`src/rtl/ram_bank_pkg.sv`:
```
// Shared defaults and read-sequencer state encoding for the ram_bank read/write
// blocks.
package ram_bank_pkg;

  localparam int ADDR_BIT_DEF   = 3;
  localparam int DATA_BIT_DEF   = 16;
  localparam int MEM_HEIGHT_DEF = 8;

  typedef enum logic [1:0] {
    ST_IDLE  = 2'd0,
    ST_READ  = 2'd1,
    ST_DRAIN = 2'd2
  } rd_state_t;

endpackage

```
`src/rtl/rd_skid_fifo.sv`:
```
// Two-entry FIFO with a registered head. It captures words returning from the
// bank and presents the oldest one to the stream.
module rd_skid_fifo #(
  parameter int WIDTH = 17
) (
  input  logic             clk,
  input  logic             rst_n,
  input  logic             push,
  input  logic [WIDTH-1:0] din,
  input  logic             pop,
  output logic [1:0]       count,
  output logic [WIDTH-1:0] head
);

  logic [WIDTH-1:0] tail;

  always_ff @(posedge clk) begin
    if (!rst_n) begin
      // NOTE: storage is reset on purpose; the head drives out_data, which must read 0 after reset.
      count <= 2'd0;
      head  <= '0;
      tail  <= '0;
    end else begin
      case ({push, pop})
        2'b10: begin
          if (count == 2'd0) head <= din;
          else               tail <= din;
          count <= count + 2'd1;
        end
        2'b01: begin
          head  <= tail;
          count <= count - 2'd1;
        end
        2'b11: begin
          // Simultaneous push and pop: occupancy is unchanged, and the queue shifts.
          if (count == 2'd2) begin
            head <= tail;
            tail <= din;
          end else begin
            head <= din;
          end
        end
        default: ;
      endcase
    end
  end

endmodule

```
`src/rtl/ram_bank_reader.sv`:
```
// Burst read sequencer for a ram_bank. It issues re/addr_r, absorbs the bank's
// one-cycle read latency and streams words out over valid/ready.
// The optional macro RAM_BANK_READER_WRAP_EN enables address wrap at MEM_HEIGHT-1.
module ram_bank_reader
  import ram_bank_pkg::*;
#(
  parameter int ADDR_BIT   = ADDR_BIT_DEF,
  parameter int DATA_BIT   = DATA_BIT_DEF,
  parameter int MEM_HEIGHT = MEM_HEIGHT_DEF
) (
  input  logic                clk,
  input  logic                rst_n,
  input  logic                cmd_valid,
  output logic                cmd_ready,
  input  logic [ADDR_BIT-1:0] cmd_addr,
  input  logic [ADDR_BIT:0]   cmd_len,
  output logic                cmd_err,
  output logic                ram_en,
  output logic                ram_re,
  output logic [ADDR_BIT-1:0] ram_addr_r,
  input  logic [DATA_BIT-1:0] ram_d_r,
  output logic                out_valid,
  input  logic                out_ready,
  output logic [DATA_BIT-1:0] out_data,
  output logic                out_last,
  output logic                busy
);

  localparam int RW = ADDR_BIT + 1;

  rd_state_t           state;
  logic [ADDR_BIT-1:0] addr;
  logic [ADDR_BIT-1:0] addr_next;
  logic [ADDR_BIT:0]   remaining;
  logic                inflight;
  logic                inflight_last;
  logic [1:0]          fifo_count;
  logic [DATA_BIT:0]   head;
  logic                accept;
  logic                pop;
  logic                issue;
  logic                cmd_bad;

`ifdef RAM_BANK_READER_WRAP_EN
  localparam logic [ADDR_BIT-1:0] LAST_ADDR = ADDR_BIT'(MEM_HEIGHT - 1);
  assign cmd_bad   = 1'b0;
  assign addr_next = (addr == LAST_ADDR) ? '0 : addr + ADDR_BIT'(1);
`else
  localparam int                  HW     = ADDR_BIT + 2;
  localparam logic [ADDR_BIT+1:0] HEIGHT = HW'(MEM_HEIGHT);
  assign cmd_bad   = ({2'b00, cmd_addr} >= HEIGHT) ||
                     ({1'b0, cmd_len} > HEIGHT) ||
                     (({2'b00, cmd_addr} + {1'b0, cmd_len}) > HEIGHT);
  assign addr_next = addr + ADDR_BIT'(1);
`endif

  assign accept    = cmd_valid && (state == ST_IDLE);
  assign pop       = out_valid && out_ready;
  // Words already committed (in the FIFO or returning from the bank) never exceed the FIFO depth.
  assign issue     = (state == ST_READ) && (remaining != '0) &&
                     ((({1'b0, fifo_count} + {2'b00, inflight}) < 3'd2) || pop);

  assign ram_re     = issue;
  assign ram_en     = issue;
  assign ram_addr_r = addr;
  assign cmd_ready  = (state == ST_IDLE);
  assign busy       = (state != ST_IDLE);
  assign out_valid  = (fifo_count != 2'd0);
  assign out_data   = head[DATA_BIT-1:0];
  assign out_last   = out_valid && head[DATA_BIT];

  always_ff @(posedge clk) begin
    if (!rst_n) begin
      state         <= ST_IDLE;
      addr          <= '0;
      remaining     <= '0;
      inflight      <= 1'b0;
      inflight_last <= 1'b0;
      cmd_err       <= 1'b0;
    end else begin
      cmd_err       <= accept && cmd_bad;
      inflight      <= issue;
      inflight_last <= issue && (remaining == RW'(1));
      case (state)
        ST_IDLE: begin
          if (accept && !cmd_bad && (cmd_len != '0)) begin
            addr      <= cmd_addr;
            remaining <= cmd_len;
            state     <= ST_READ;
          end
        end
        ST_READ: begin
          if (issue) begin
            addr      <= addr_next;
            remaining <= remaining - RW'(1);
            if (remaining == RW'(1)) state <= ST_DRAIN;
          end
        end
        ST_DRAIN: begin
          if (pop && out_last) state <= ST_IDLE;
        end
        default: state <= ST_IDLE;
      endcase
    end
  end

  rd_skid_fifo #(
    .WIDTH(DATA_BIT + 1)
  ) u_fifo (
    .clk  (clk),
    .rst_n(rst_n),
    .push (inflight),
    .din  ({inflight_last, ram_d_r}),
    .pop  (pop),
    .count(fifo_count),
    .head (head)
  );

endmodule

```
`config.mk`:
```
export PLATFORM = sky130hd
export DESIGN_NAME = ram_bank_reader
export DESIGN_NICKNAME = d
export VERILOG_FILES = /design/src/rtl/ram_bank_pkg.sv /design/src/rtl/rd_skid_fifo.sv /design/src/rtl/ram_bank_reader.sv
export SDC_FILE = /design/constraint.sdc
export NUM_CORES = 1
export LEC_CHECK = 0
export CAP_MARGIN = 10
export CORE_MARGIN = 10
export CORE_UTILIZATION = 51
export DETAILED_ROUTE_END_ITERATION = 10
export HOLD_SLACK_MARGIN = 0.1
export PLACE_DENSITY = 0.9
export SLEW_MARGIN = 10
export SYNTH_ARGS = -nofsm -noshare
export SYNTH_HDL_FRONTEND = slang
export SYNTH_SLANG_ARGS = --single-unit
```
`constraint.sdc`:
```
create_clock -name clk -period 3.15 [get_ports clk]
set_input_delay 0.315 -clock clk [delete_from_list [all_inputs] [get_ports clk]]
set_output_delay 0.315 -clock clk [all_outputs]
set_load 0.01 [all_outputs]
```
# --- Yosys cells after proc, flatten, opt, wreduce, memory -nomap -nowiden ---
# Cells that the tools add are included.
# W data, S select, Z words.
word_totals:
  register_bits: 48
  output_inout_bits: 26
  in_bits: 27
op_classes:
  n_mux: 18
  add_sub_neg: 6
  n_lt_le_gt_ge: 3
  n_eq_ne: 14
  n_reduce_logical: 27
ops:
  columns: ["operator", "count"]
  rows:
  - ["$mux W17", 4]
  - ["$pmux W17 S3", 1]
  - ["$pmux W17 S2", 1]
  - ["$logic_and A1 B1 Y1", 10]
  - ["$reduce_bool A2 Y1", 5]
  - ["$eq A2 B2 Y1 const B", 4]
  - ["$mux W2", 4]
  - ["$mux W4", 2]
  - ["$ne A2 B1 Y1 const B", 4]
  - ["$pmux W4 S2", 1]
  - ["$reduce_bool A4 Y1", 2]
  - ["$mux W3", 2]
  - ["$ne A2 B2 Y1 const B", 3]
  - ["$pmux W2 S3", 1]
  - ["$pmux W3 S2", 1]
  - ["$reduce_and A3 Y1", 2]
  - ["$add A3 B4 Y5", 1]
  - ["$gt A5 B4 Y1 const B", 1]
  - ["$eq A2 B1 Y1 const B", 2]
  - ["$eq A4 B1 Y1 const B", 1]
  - ["$gt A4 B4 Y1 const B", 1]
  - ["$logic_not A2 Y1", 2]
  - ["$pmux W2 S2", 1]
  - ["$reduce_and A4 Y1", 1]
  - ["10 further kinds", 11]

# --- Logic depth before layout (Yosys ltp) ---
depth:
  word_depth: 8
  ltp_mapped: 10
  depth_no_buf: 8

# --- By module ---
# From an unflattened synthesis, not the netlist that was laid out.
hier_totals:
  cells_unflattened: 337
  area_unflattened_um2: 2812.7
modules_own_cells:
  columns: ["mod", "cells_per_inst", "area_per_inst_um2", "n_inst"]
  rows:
  - ["rd_skid_fifo", 221, 1900.6, 1]
  - ["ram_bank_reader", 116, 912.1, 1]

# --- Worst setup path after synthesis ---
# Ideal clock, no wire load.
synth_path:
  path_type: "in2reg"
  from: "in cmd_addr[0]"
  to: "reg addr[0], in the netlist ram_addr_r[0]"
  setup_slack_ns: 0.730
  cell_stages: 9
  t_arrival_ns: 2.301
  required_time_ns: 3.031
  cell_sequence: "ha_1 inv_1 fa_1 or4bb_1 o22ai_1 a22oi_2 and2_4 buf_6 o221a_1"
synth_via:
  elab_chain_len: 8
synth_lines:
  columns: ["element", "line", "source"]
  rows:
  - ["from (decl)", "ram_bank_reader.sv:15", "input logic [ADDR_BIT-1:0] cmd_addr,"]
  - ["$add A3 B4 Y5", "ram_bank_reader.sv:53", "(({2'b00, cmd_addr} + {1'b0, cmd_len}) > HEIGHT);"]
  - ["$gt A5 B4 Y1", "ram_bank_reader.sv:53", null]
  - ["$logic_or A1 B1 Y1", "ram_bank_reader.sv:52", "({1'b0, cmd_len} > HEIGHT) ||"]
  - ["$logic_not A1 Y1", "ram_bank_reader.sv:86", "if (accept && !cmd_bad && (cmd_len != '0)) begin"]
  - ["$logic_and A1 B1 Y1 (2 in series)", "ram_bank_reader.sv:86", null]
  - ["$ne A2 B1 Y1 (no source line)", null, null]
  - ["$reduce_and A3 Y1 (no source line)", null, null]
  - ["to (signal assigned)", "ram_bank_reader.sv:87", "addr <= cmd_addr;"]
  - ["to (signal assigned)", "ram_bank_reader.sv:94", "addr <= addr_next;"]
  - ["to (decl)", "ram_bank_reader.sv:32", "logic [ADDR_BIT-1:0] addr;"]
# Several ways; a longest one is shown, not always the timed one. The select of a mux whose other input is x is not followed.
# A chain may end at the register's enable or synchronous reset.

# --- Final worst setup path ---
layout_path:
  from: "in cmd_addr[0]"
  to: "reg state[0]"
layout_via:
  elab_chain_len: 8
layout_lines:
  columns: ["element", "line", "source"]
  rows:
  - ["$add A3 B4 Y5", "ram_bank_reader.sv:53", null]
  - ["$gt A5 B4 Y1", "ram_bank_reader.sv:53", null]
  - ["$logic_or A1 B1 Y1", "ram_bank_reader.sv:52", null]
  - ["$logic_not A1 Y1", "ram_bank_reader.sv:86", null]
  - ["$logic_and A1 B1 Y1 (2 in series)", "ram_bank_reader.sv:86", null]
  - ["$ne A2 B1 Y1 (no source line)", null, null]
  - ["$reduce_and A4 Y1 (no source line)", null, null]
  - ["to (signal assigned)", "ram_bank_reader.sv:89", "state <= ST_READ;"]
  - ["to (signal assigned)", "ram_bank_reader.sv:96", "if (remaining == RW'(1)) state <= ST_DRAIN;"]
  - ["to (signal assigned)", "ram_bank_reader.sv:100", "if (pop && out_last) state <= ST_IDLE;"]
  - ["to (decl)", "ram_bank_reader.sv:31", "rd_state_t state;"]
# Every way passes these cells.

==> metrics <==
Fillers 392; global route total overflow 0; skew final 0.0109 ns; share of cells above drive strength 1 9.75%; Rel. slew slack 57.1%; largest net degree at the start of global routing 35; average wire per standard cell 15.6 um; fraction of registers with async set or reset after synthesis 0%; Worst setup SP type primary input; status complete, no violations; n_diodes 0; io pins 53; Worst Hold Class reg2reg; CTS max path bufs 2; Top Family by Delay on Critical Path compound AO/OA/AOI/OAI gates; Seq cells post-synth 48; Critical Path Max Stage Delay 0.50 ns; Worst R2R Start u_fifo.count[0]$_SDFFE_PN0P_; Arr. time, crit path 3.00 ns; global-route wire length before repair 10.5 mm; fin cells 385; Cells after Synth 285; Setup crit end kind register; initial antenna violation count 0; area delta synth->final 20.8%; row count 25; synth top area cells dfxtp_1 (37%), nor2_1 (7.2%), mux2i_1 (6.9%), a211oi_1 (5.7%), a22oi_1 (5.5%); Netlist cell types 49; initial drt markers 132; antenna-violating nets left 0; Pwr Density 431 mW/mm2; CP startpoint cmd_addr[0]; GRT Util Overall 14.8%; Reg clk slew, reported paths 0.08 ns; Warnings, synthesis 0; cell with the most instances after synthesis nor2_1; LEAKAGE 1.10 nW; DP HPWL 4.49 mm; hold depth 2; multiplexer share of the synthesized area 6.90%; RSZ-0062 raised after global routing no; Die Span Y 91.6 um; DRT Pass-1 Iters 4; worst skew pair latency 0.31 ns; core area 0.00485 mm2; fraction of the mapped netlist area in adder cells 5.08%; f_max 358 MHz; Initial Util 53.9%; Least-Margin Pin Slew 0.644 ns; Primary FF master, synth dfxtp_1; Die Width 91.6 um; Slew Limit Fails 0; detail-routed via count per cell 5.55; crit-path cells clkdlybuf4s50_1 > ha_1 > inv_1 > fa_1 > or4bb_1 > o22ai_1 > o21ai_1 > a311o_1 > a211oi_1; total CTS buffers 5; crit path max-delay cell type clkdlybuf4s50_1; Period minus WS final 2.79 ns; sequential fraction of the synthesis area 36.8%; Routed WL 6.02 mm; pre-CTS setup slack 0.0361 ns; Crit Path Max Fanout 3; routed via count 2,137; Synth Area in Compound Gates 24.1%; xor-xnor portion of the synthesized cell area 1.01%; syn avg cell area 9.17 um2; final core occ 65.1%; post-CTS setup buffer count 0; Post-Syn Area 0.00261 mm2; largest family of logic cells by synthesized area compound AO/OA/AOI/OAI gates; R2R setup slack 0.83 ns; cells on worst reg2reg path 6; number of remaining DRC errors 0; most frequent cells after synthesis nor2_1 (50), dfxtp_1 (48), a211oi_1 (20); fin crit share 88.6%; worst setup slack after layout 0.359 ns; Setup Crit Path Kind in2reg; placed instance count 378; cell count along the critical path 9; Final Hold Fails 0; Synth Area in Simple Gates 15.9%; Synth Net Count 322; R2R Path End u_fifo.head[16]$_SDFFE_PN0P_; top-area cell type share of the netlist area 36.8%; vias in the first global route 2,200; CP bufs+invs 2; multi-input logic area 0.00140 mm2; htree depth 2; IO Port Bufs 52; nets@finish 355; root buf cell clkbuf_8; crit path capture state[0]$_SDFFE_PN0P_; # hold bufs at CTS 0; CTS resizes 0; worst-case vdd ir drop 0.000269 V; RD Place Congestion 0.883; Post-synth EDFFs 0; Sequential cell area 961 um2; Critical Path RT 3.36 ns; Die ar. 0.00839 mm2; max cap viols 0; CTS tree done; final setup vio count 0; Fin Setup TNS 0 ns; Fin Hold WS 0.492 ns; area leader, netlist dfxtp_1; CTS Sinks 48
## worst min-delay path by stage
stage | startpoint | endpoint
after CTS | remaining[1]$_SDFFE_PN0P_ | remaining[1]$_SDFFE_PN0P_
after detailed placement | remaining[1]$_SDFFE_PN0P_ | remaining[1]$_SDFFE_PN0P_
after global routing | remaining[1]$_SDFFE_PN0P_ | remaining[1]$_SDFFE_PN0P_
after floorplan | remaining[1]$_SDFFE_PN0P_ | remaining[1]$_SDFFE_PN0P_
after global placement | remaining[1]$_SDFFE_PN0P_ | remaining[1]$_SDFFE_PN0P_
final | remaining[1]$_SDFFE_PN0P_ | remaining[1]$_SDFFE_PN0P_
## cells by family after synthesis
family	after synthesis
XOR/XNOR	3
AO/OA/AOI/OAI	74
AND/OR/NAND/NOR	86
multiplexers	18
adder cells (fa/ha/maj)	10
buffers and inverters	46
flip-flops	48
## flip-flops by register name (all words and copies together) (netlist names)
signal,cells
cmd_err,1
u_fifo.head,17
inflight,1
u_fifo.tail,17
ram_addr_r,3
state,2
remaining,4
u_fifo.count,2
inflight_last,1
## worst min-delay path, cell delays in order (launching register included)
cell and delay (ns):
dfxtp_1 0.33, nand3_1 0.07, a21oi_1 0.05
## per-stage QoR
stage | power (mW) | instance area, um2
global placement | 0.986 | 3070
global route | 1.43 | 3160
detailed placement | 0.997 | 3070
floorplan | 0.889 | 2610
CTS | 1.37 | 3160
finish | 1.36 | 3160
## cell usage in the layout (no fill, tap or decap), drive strengths merged, types with 2 or more instances in the layout
cell,instances
clkinv,2
a2111oi,2
and2,2
o32ai,3
a22oi,20
nor2b,3
o21ai,4
a211oi,21
ha,9
clkdlybuf4s50,52
xnor2,2
o221a,3
mux2i,18
nand2,11
a21oi,14
nor3,3
nand3,3
clkbuf,6
or3,2
inv,12
a21o,3
buf,7
dfxtp,48
nor2,50
nor3b,2
## area by class of cell
type | count | area share [%]
Clock buffer | 6 | 2.62
Clock inverter | 1 | 0.277
Inverter | 13 | 1.55
Multi-Input combinational cell | 191 | 44.3
Sequential cell | 48 | 30.4
Tap cell | 67 | 2.66
Timing Repair Buffer | 59 | 18.2
## report_power, final
group	internal (mW)	leakage, nW	switching, mW
sequential	0.638	0.389	0.0248
combinational	0.159	0.660	0.163
clock	0.175	0.0473	0.200
## layer usage
layer	share of wire, %	track usage [%]
met5	0	0
met4	1.8	5.74
met3	5.7	4.28
met2	51	25.8
met1	41	16.5
No activity file was read; power rests on OpenSTA's default activity.
